## src/rtl/reg_scoreboard_tracker.sv

```systemverilog
// Register scoreboard for the decode/RF stage. Each register lane carries a
// small counter of in-flight writers: a writer issuing from this stage bumps
// the count, its writeback drops it. Source operands and the destination are
// checked against the registered counts to produce the stage hold.
module reg_scoreboard_tracker #(
  parameter int NUM_REGS = 8,
  parameter int ID_W     = 3,
  parameter int LANES    = 3,
  parameter int NUM_SRC  = 4,
  parameter int CNT_W    = 2
) (
  input  logic                        clk,
  input  logic                        rst_n,
  input  logic                        stage_v,
  input  logic [NUM_SRC-1:0]          src_needed,
  input  logic [NUM_SRC*ID_W-1:0]     src_id,
  input  logic [NUM_SRC*LANES-1:0]    src_mask,
  input  logic                        dst_needed,
  input  logic [ID_W-1:0]             dst_id,
  input  logic [LANES-1:0]            dst_mask,
  input  logic                        issue,
  input  logic                        wb_v,
  input  logic [ID_W-1:0]             wb_id,
  input  logic [LANES-1:0]            wb_mask,
  input  logic                        flush,
  output logic                        dep_stall,
  output logic [NUM_SRC-1:0]          src_stall,
  output logic                        ovf_stall,
  output logic [NUM_REGS*LANES-1:0]   pending,
  output logic                        busy,
  output logic                        err
);

  localparam logic [CNT_W-1:0] CNT_MAX = '1;

  logic [CNT_W-1:0] cnt      [NUM_REGS][LANES];
  logic             inc_lane [NUM_REGS][LANES];
  logic             dec_lane [NUM_REGS][LANES];
  logic             inc;
  logic             dec;

  // A lane is pending while any writer to it is still in flight.
  always_comb begin
    // NOTE: every output of a combinational block gets a default first, so no
    // path through the loops can leave it unassigned and infer a latch.
    pending = '0;
    for (int r = 0; r < NUM_REGS; r++)
      for (int l = 0; l < LANES; l++)
        pending[r*LANES+l] = (cnt[r][l] != '0);
  end

  assign busy = |pending;

  // Hazard checks read only registered counts; a writeback this cycle does not
  // release a stall until the next cycle. Ids with no matching register never
  // match the loop below and therefore never stall.
  always_comb begin
    src_stall = '0;
    ovf_stall = 1'b0;
    for (int k = 0; k < NUM_SRC; k++)
      for (int r = 0; r < NUM_REGS; r++)
        if (src_id[k*ID_W +: ID_W] == ID_W'(r))
          src_stall[k] = stage_v & src_needed[k] &
                         (|(src_mask[k*LANES +: LANES] & pending[r*LANES +: LANES]));
    for (int r = 0; r < NUM_REGS; r++)
      for (int l = 0; l < LANES; l++)
        if (stage_v && dst_needed && dst_id == ID_W'(r) && dst_mask[l] &&
            cnt[r][l] == CNT_MAX)
          ovf_stall = 1'b1;
  end

  assign dep_stall = (|src_stall) | ovf_stall;

  // An issue attempted while stalled is ignored; flush squashes both sides.
  assign inc = issue & stage_v & dst_needed & ~dep_stall & ~flush;
  assign dec = wb_v & ~flush;

  // Decode which lanes this cycle's issue and writeback touch.
  always_comb begin
    for (int r = 0; r < NUM_REGS; r++)
      for (int l = 0; l < LANES; l++) begin
        inc_lane[r][l] = inc & (dst_id == ID_W'(r)) & dst_mask[l];
        dec_lane[r][l] = dec & (wb_id == ID_W'(r)) & wb_mask[l];
      end
  end

  // Per-lane counter update with flush priority; sticky error on underflow.
  always_ff @(posedge clk or negedge rst_n) begin
    if (!rst_n) begin
      // NOTE: the counter array is real state whose zero value means "no hazard",
      // so every entry is reset, unlike a data RAM whose contents may start unknown.
      for (int r = 0; r < NUM_REGS; r++)
        for (int l = 0; l < LANES; l++)
          cnt[r][l] <= '0;
      err <= 1'b0;
    end else begin
      // NOTE: non-blocking assignments keep every lane reading the pre-edge
      // counts, so lanes cannot see each other's updates within one edge.
      for (int r = 0; r < NUM_REGS; r++)
        for (int l = 0; l < LANES; l++) begin
          if (flush) begin
            cnt[r][l] <= '0;
          end else if (inc_lane[r][l] && dec_lane[r][l]) begin
            cnt[r][l] <= cnt[r][l];
          end else if (inc_lane[r][l]) begin
            cnt[r][l] <= cnt[r][l] + CNT_W'(1);
          end else if (dec_lane[r][l]) begin
            if (cnt[r][l] != '0) cnt[r][l] <= cnt[r][l] - CNT_W'(1);
            else                 err <= 1'b1;
          end
        end
    end
  end

endmodule
```

## config.mk

```make
export PLATFORM = sky130hd
export DESIGN_NAME = reg_scoreboard_tracker
export DESIGN_NICKNAME = d
export VERILOG_FILES = /design/src/rtl/reg_scoreboard_tracker.sv
export SDC_FILE = /design/constraint.sdc
export NUM_CORES = 1
export LEC_CHECK = 0
export ABC_AREA = 1
export CAP_MARGIN = 20
export CORE_ASPECT_RATIO = 0.75
export CORE_UTILIZATION = 53
export CTS_BUF_LIST = sky130_fd_sc_hd__clkbuf_2
export DETAILED_ROUTE_END_ITERATION = 10
export GPL_TIMING_DRIVEN = 0
export PLACE_DENSITY = 0.79
export SYNTH_ARGS = -nofsm -noshare
export SYNTH_HDL_FRONTEND = slang
export SYNTH_SLANG_ARGS = --single-unit
export TNS_END_PERCENT = 30
```

## constraint.sdc

```tcl
create_clock -name clk -period 3.6 [get_ports clk]
set_input_delay 0.36 -clock clk [delete_from_list [all_inputs] [get_ports clk]]
set_output_delay 0.36 -clock clk [all_outputs]
set_load 0.05 [all_outputs]
```

## Word-level counts from Yosys, hierarchy flattened

Cells that the tools add are included.

| cells by class | value |
|---|---|
| equality and inequality tests | 90 |
| multiplexer cells | 296 |
| reductions and logical operators | 217 |
| div/mod/pow operators | 0 |
| bitwise gates (word level) | 140 |
| magnitude comparators | 0 |
| $mul | 0 |
| $add $sub $neg | 48 |
| shift-type cells | 0 |

Operators by type and width:

| cell | count |
|---|---|
| $mux 2 | 120 |
| $mux 1 | 176 |
| $reduce_bool 3->1 | 48 |
| $and 1x1->1 | 105 |
| $and 3x3->3 | 32 |
| $reduce_or 3->1 | 32 |
| $logic_and 1x1->1 | 81 |
| $eq 3x3->1 const B | 24 |
| $reduce_and 3->1 | 24 |
| $add 2x1->2 const B | 24 |
| $eq 2x2->1 const B | 24 |
| $ne 2x2->1 const B | 24 |
| $reduce_bool 2->1 | 24 |
| $sub 2x1->2 const B | 24 |
| $eq 3x2->1 const B | 12 |
| $reduce_or 24->1 | 1 |
| $eq 3x1->1 const B | 6 |
| $logic_not 3->1 | 6 |
| $reduce_or 4->1 | 1 |
| $not 1->1 | 2 |
| $or 1x1->1 | 1 |

| storage, ports and cells | value |
|---|---|
| RAM bits | 0 |
| word-level logic and storage cells | 816 |
| input bits | 47 |
| flip-flop bits (word level) | 49 |
| memories kept | 0 |
| ROM bits | 0 |
| bits in latches | 0 |

## Longest topological paths before layout

| depth | value |
|---|---|
| word-level depth | 152 |
| gate-level depth with buffers | 22 |
| mapped depth without buffers | 22 |

## Worst setup path after synthesis

OpenSTA, ideal clock, no wires.

| timing path | value |
|---|---|
| path kind | register to register |
| from | register cnt[26] (netlist bit) |
| to | register err |
| setup slack | 1.049 ns |
| arrival time | 2.426 ns |
| stages on the path, launching flop included | 20 |
| setup time | 0.125 ns |
| data required time | 3.475 ns |
| path through | dfrtp_1 > inv_1 > nand2_1 > a21oi_1 > o211ai_1 > nand2_1 > nor2_1 > nor2_1 > nor2_1 > nor2_1 > nand2_1 > nor2_4 > buf_4 > nand4_1 > nand2_1 > nand2_1 > nor2_1 > nand2_1 > nor2_1 > nand3_1 |

RTL lines:

| element | RTL line | source |
|---|---|---|
| start: declaration | 36 | `logic [CNT_W-1:0] cnt [NUM_REGS][LANES];` |
| start signal: indexed assignment | 104 | `cnt[r][l] <= cnt[r][l];` |
| start signal: indexed assignment | 106 | `cnt[r][l] <= cnt[r][l] + CNT_W'(1);` |
| $reduce_bool 2->1 (*) | 49 | `pending[r*LANES+l] = (cnt[r][l] != '0);` |
| via pending[10] | 29 | `output logic [NUM_REGS*LANES-1:0] pending,` |
| $and 3x3->3 | 64 | `(\|(src_mask[k*LANES +: LANES] & pending[r*LANES +: LANES]));` |
| $reduce_or 3->1 | 64 |  |
| $and 1x1->1 | 63 | `src_stall[k] = stage_v & src_needed[k] &` |
| $mux 1 (5 in series) | 62 | `if (src_id[k*ID_W +: ID_W] == ID_W'(r))` |
| $reduce_or 4->1 | 72 | `assign dep_stall = (\|src_stall) \| ovf_stall;` |
| $or 1x1->1 | 72 |  |
| [115 not listed] | n/a |  |
| $mux 1 | 105 | `end else if (inc_lane[r][l]) begin` |
| $mux 1 | 103 | `end else if (inc_lane[r][l] && dec_lane[r][l]) begin` |
| $mux 1 | 101 | `if (flush) begin` |
| $mux 1 | 108 | `if (cnt[r][l] != '0) cnt[r][l] <= cnt[r][l] - CNT_W'(1);` |
| $mux 1 | 107 | `end else if (dec_lane[r][l]) begin` |
| $mux 1 | 105 |  |
| $mux 1 | 103 |  |
| $mux 1 (*) | 101 |  |
| end signal: assignment | 95 | `err <= 1'b0;` |
| end signal: assignment | 109 | `else err <= 1'b1;` |
| end: declaration | 31 | `output logic err` |

The timed path passes the listed nets; every way through them passes the cells marked *.
A chain may end at the register's enable or synchronous reset.

## Worst setup path after layout

| timing path | value |
|---|---|
| from | register cnt[2] (netlist bit) |
| to | output dep_stall |

| between the ends | value |
|---|---|
| word-level cells in the longest chain between the ends | 7 |

RTL lines:

| element | RTL line | source |
|---|---|---|
| $reduce_bool 2->1 | 49 |  |
| $and 3x3->3 | 64 |  |
| $reduce_or 3->1 | 64 |  |
| $and 1x1->1 | 63 |  |
| $mux 1 | 62 |  |
| $reduce_or 4->1 | 72 |  |
| $or 1x1->1 (*) | 72 |  |
| end: declaration | 26 | `output logic dep_stall,` |

Every way passes the cells marked *; elsewhere a longest branch is shown, timed or not.

==> results.json <==
{
  "r2r_start": "cnt[2]",
  "drive_gt1_share_pct": 5.92,
  "nFillCells": 859,
  "power_w": 0.00212,
  "cts_max_path_buffers": 2,
  "switching_share_pct": 49.5,
  "grt_pass1_vias": 6237,
  "start_util_pct": 55.2,
  "cp.arrival_ps": 3130,
  "clkSinkCount": 49,
  "power_frac_seq_pct": 32.2,
  "die_area_mm2": 0.00989,
  "wl_per_cell_um": 18.9,
  "die_h_um": 86.4,
  "maxSlewHeadroom_pct": 48.9,
  "r2r_end": "err",
  "min_path_type": "input pin to asynchronous set/reset pin",
  "path_max_fanout": 10,
  "area_growth_pct": 21.2,
  "syn_nets": 923,
  "cts-root-buf": "clkbuf_2",
  "cts.htree.levels": 2,
  "ys_types": 31,
  "status": "completed",
  "clockPowerShare_pct": 14.7,
  "fmax_mhz": 286,
  "period_share_pct": 97.0,
  "grt_pass1_wl_um": 32300,
  "worst_ep_required_time_ps": 3240,
  "busiest_layer": "met2",
  "internal_power_w": 0.00107,
  "met2_usage_pct": 63.4,
  "fin_setup_tns_ps": 0,
  "reg2regPathDepth": 15,
  "p_per_area_mw_per_mm2": 347,
  "cts_tree": "built",
  "antenna_cells": 0,
  "wirelength_um": 20600,
  "tightest_slew_ps": 763,
  "startpoint_type": "flop",
  "core_mm2": 0.00912,
  "rows": 30,
  "gp_congestion": 1.04,
  "min_period_ps": 3490,
  "ir_drop_uv": 250,
  "grt_max_degree": 29,
  "yosysSeqAreaShare_pct": 24.4,
  "finalSetupViolations": 0,
  "endpoint": "dep_stall",
  "hold_viol": 0,
  "avgSynthCellArea_um2": 5.74,
  "drv_slew": 0,
  "p_switching_w": 0.00105,
  "layout.nets": 1009,
  "rsz0062_at_grt": "no",
  "antenna_found_initial": 0,
  "top_level_ports": 79,
  "power.share.combinational_pct": 53.1,
  "path_class": "flop to output port",
  "cts.clk_slew.worst_paths_ps": 320,
  "cp-startpoint": "cnt[2]",
  "num_vias": 6627,
  "clock_skew_ps": 71.1,
  "syn_area_mm2": 0.00503,
  "antenna_left": 0,
  "dr.pass1.iters": 6,
  "yosysWarningCount": 0,
  "use_met3_pct": 13.8,
  "grtUsageMet1_pct": 59.3,
  "die_w_um": 115,
  "place_hpwl_um": 16100,
  "maxCapViolCount": 0,
  "rrSetupSlack_ps": 220,
  "viasPerCell": 6.07,
  "cts_buffers": 5,
  "crit_path_end_kind": "output port",
  "clk_latency_ps": 510,
  "synth-seq-cells": 49,
  "leakage_nw": 2.99,
  "drc": 0,
  "io_buffer_count": 75,
  "grt_overflow": 0,
  "synthCells": 876,
  "drt_iter0_drc": 912,
  "grt_usage_pct": 43.3
}
## cells in the final DEF (no fill, tap or decap)
cell type        netlist  final
nand2_1              190    189
inv_1                146    145
nor2_1               144    140
nand3_1               95     95
clkdlybuf4s50_1        0     73
o21ai_0               55     55
a21oi_1               51     51
dfrtp_1               49     49
nand4_1               28     28
nor3_1                29     25
o211ai_2              18     18
o22ai_1               11     11
o221ai_1               9      9
clkbuf_1               8      8
clkbuf_2               0      7
nor2_2                 6      6
nor2_4                 1      5
buf_2                  4      5
o211ai_1               4      4
nor3_2                 0      4
nor4_1                 4      4
buf_1                  4      4
nand2_2                2      3
buf_4                  1      3
or2_0                  3      3
o21ai_1                3      3
buf_6                  2      2
clkinv_1               1      2
xnor2_1                2      2
and2_1                 2      2
clkinvlp_4             0      1
and3_1                 1      1
or2_1                  1      1
a22oi_1                1      1
or2_2                  1      1
bufinv_16              0      1
dlygate4sd3_1          0      1
buf_12                 0      1
## per-layer routing
layer | vias to the layer above | part of all wire [%]
li1 | 3060 | -
met1 | 3051 | 42
met2 | 436 | 41
met3 | 80 | 13
met4 | 0 | 3.7
met5 | - | 0
## sequential cells by signal, indices dropped and copies added, names as in the netlist
register / flops
err: 1
cnt: 48
## cell families after synthesis
logic type                Yosys count  synth area share, %
buffers and inverters             166                 12.9
and+or+nand+nor                   507                 43.4
xor gates and xnor gates            2                0.348
AOI/OAI and AO/OA                 152                 19.0
DFF                                49                 24.4
## how the worst min path moves through the flow
stage / slack (ps) / to / depth (start not counted)
floorplan: 60 / cnt[0] / 0
finish: 290 / cnt[4] / 2
detailed placement: 370 / cnt[4] / 1
CTS: 330 / cnt[4] / 2
global placement: 480 / err / 2
global route: 330 / cnt[4] / 2
## layout make-up
cell class	instances	area (um2)	share of cell area, %
Buffer	19	95.1	1.56
Multi-Input combinational cell	661	3210	52.7
Tap cell	128	160	2.63
Inverter	147	556	9.11
Timing Repair Buffer	79	786	12.9
Sequential cell	49	1230	20.1
Clock buffer	6	30.0	0.492
Clock inverter	2	33.8	0.554
## synth_stat cells, drive strengths merged
library cell	number	area, um2
buf	11	65.1
dfrtp	49	1230
nor4	4	25.0
nand3	95	475
o221ai	9	78.8
o211ai	22	255
nor3	29	145
clkbuf	8	30.0
and3	1	6.26
xnor2	2	17.5
nand4	28	175
and2	2	12.5
o22ai	11	68.8
or2	5	31.3
clkinv	1	3.75
o21ai	58	290
inv	146	548
nand2	192	726
a22oi	1	7.51
nor2	151	589
a21oi	51	255
## what timing repair did
item,4_1_cts,5_1_grt
resized for setup,5,12
hold endpoints to repair,21,0
pin swaps,0,0
buffers inserted,0,2
hold buffers,1,0
setup endpoints to repair,1,2
## worst max-delay path, stage by stage (launching register included)
cell and delay (ps):
dfrtp_1 480, nor2_1 590, o221ai_1 240, nand2_1 110
inv_1 40, nor2_1 210, nand3_1 230, nor2_4 220
buf_4 210, inv_1 50, clkbuf_2 230
## per-stage QoR
stage	setup slack [ps]	instance area [um2]	util, %	hold slack [ps]	std cells
6_report	107	6100	66.9	288	1091
3_3_place_gp	-222	5940	65.2	482	1079
5_1_grt	69.7	6100	66.9	330	1091
2_1_floorplan	1050	5030	-	64.4	876
4_1_cts	21.7	6050	66.3	329	1089
3_5_place_dp	-236	5960	65.3	369	1080
## power groups by stage
stage | combinational (W) | clock (W) | sequential (W)
2_1_floorplan | 0.000669 | 0 | 0.000671
3_3_place_gp | 0.00103 | 0 | 0.000677
3_5_place_dp | 0.00106 | 0 | 0.000682
4_1_cts | 0.00107 | 0.000313 | 0.000675
5_1_grt | 0.00119 | 0.000332 | 0.000688
6_report | 0.00112 | 0.000312 | 0.000680
Note: power is estimated with default switching activity, not from simulation.
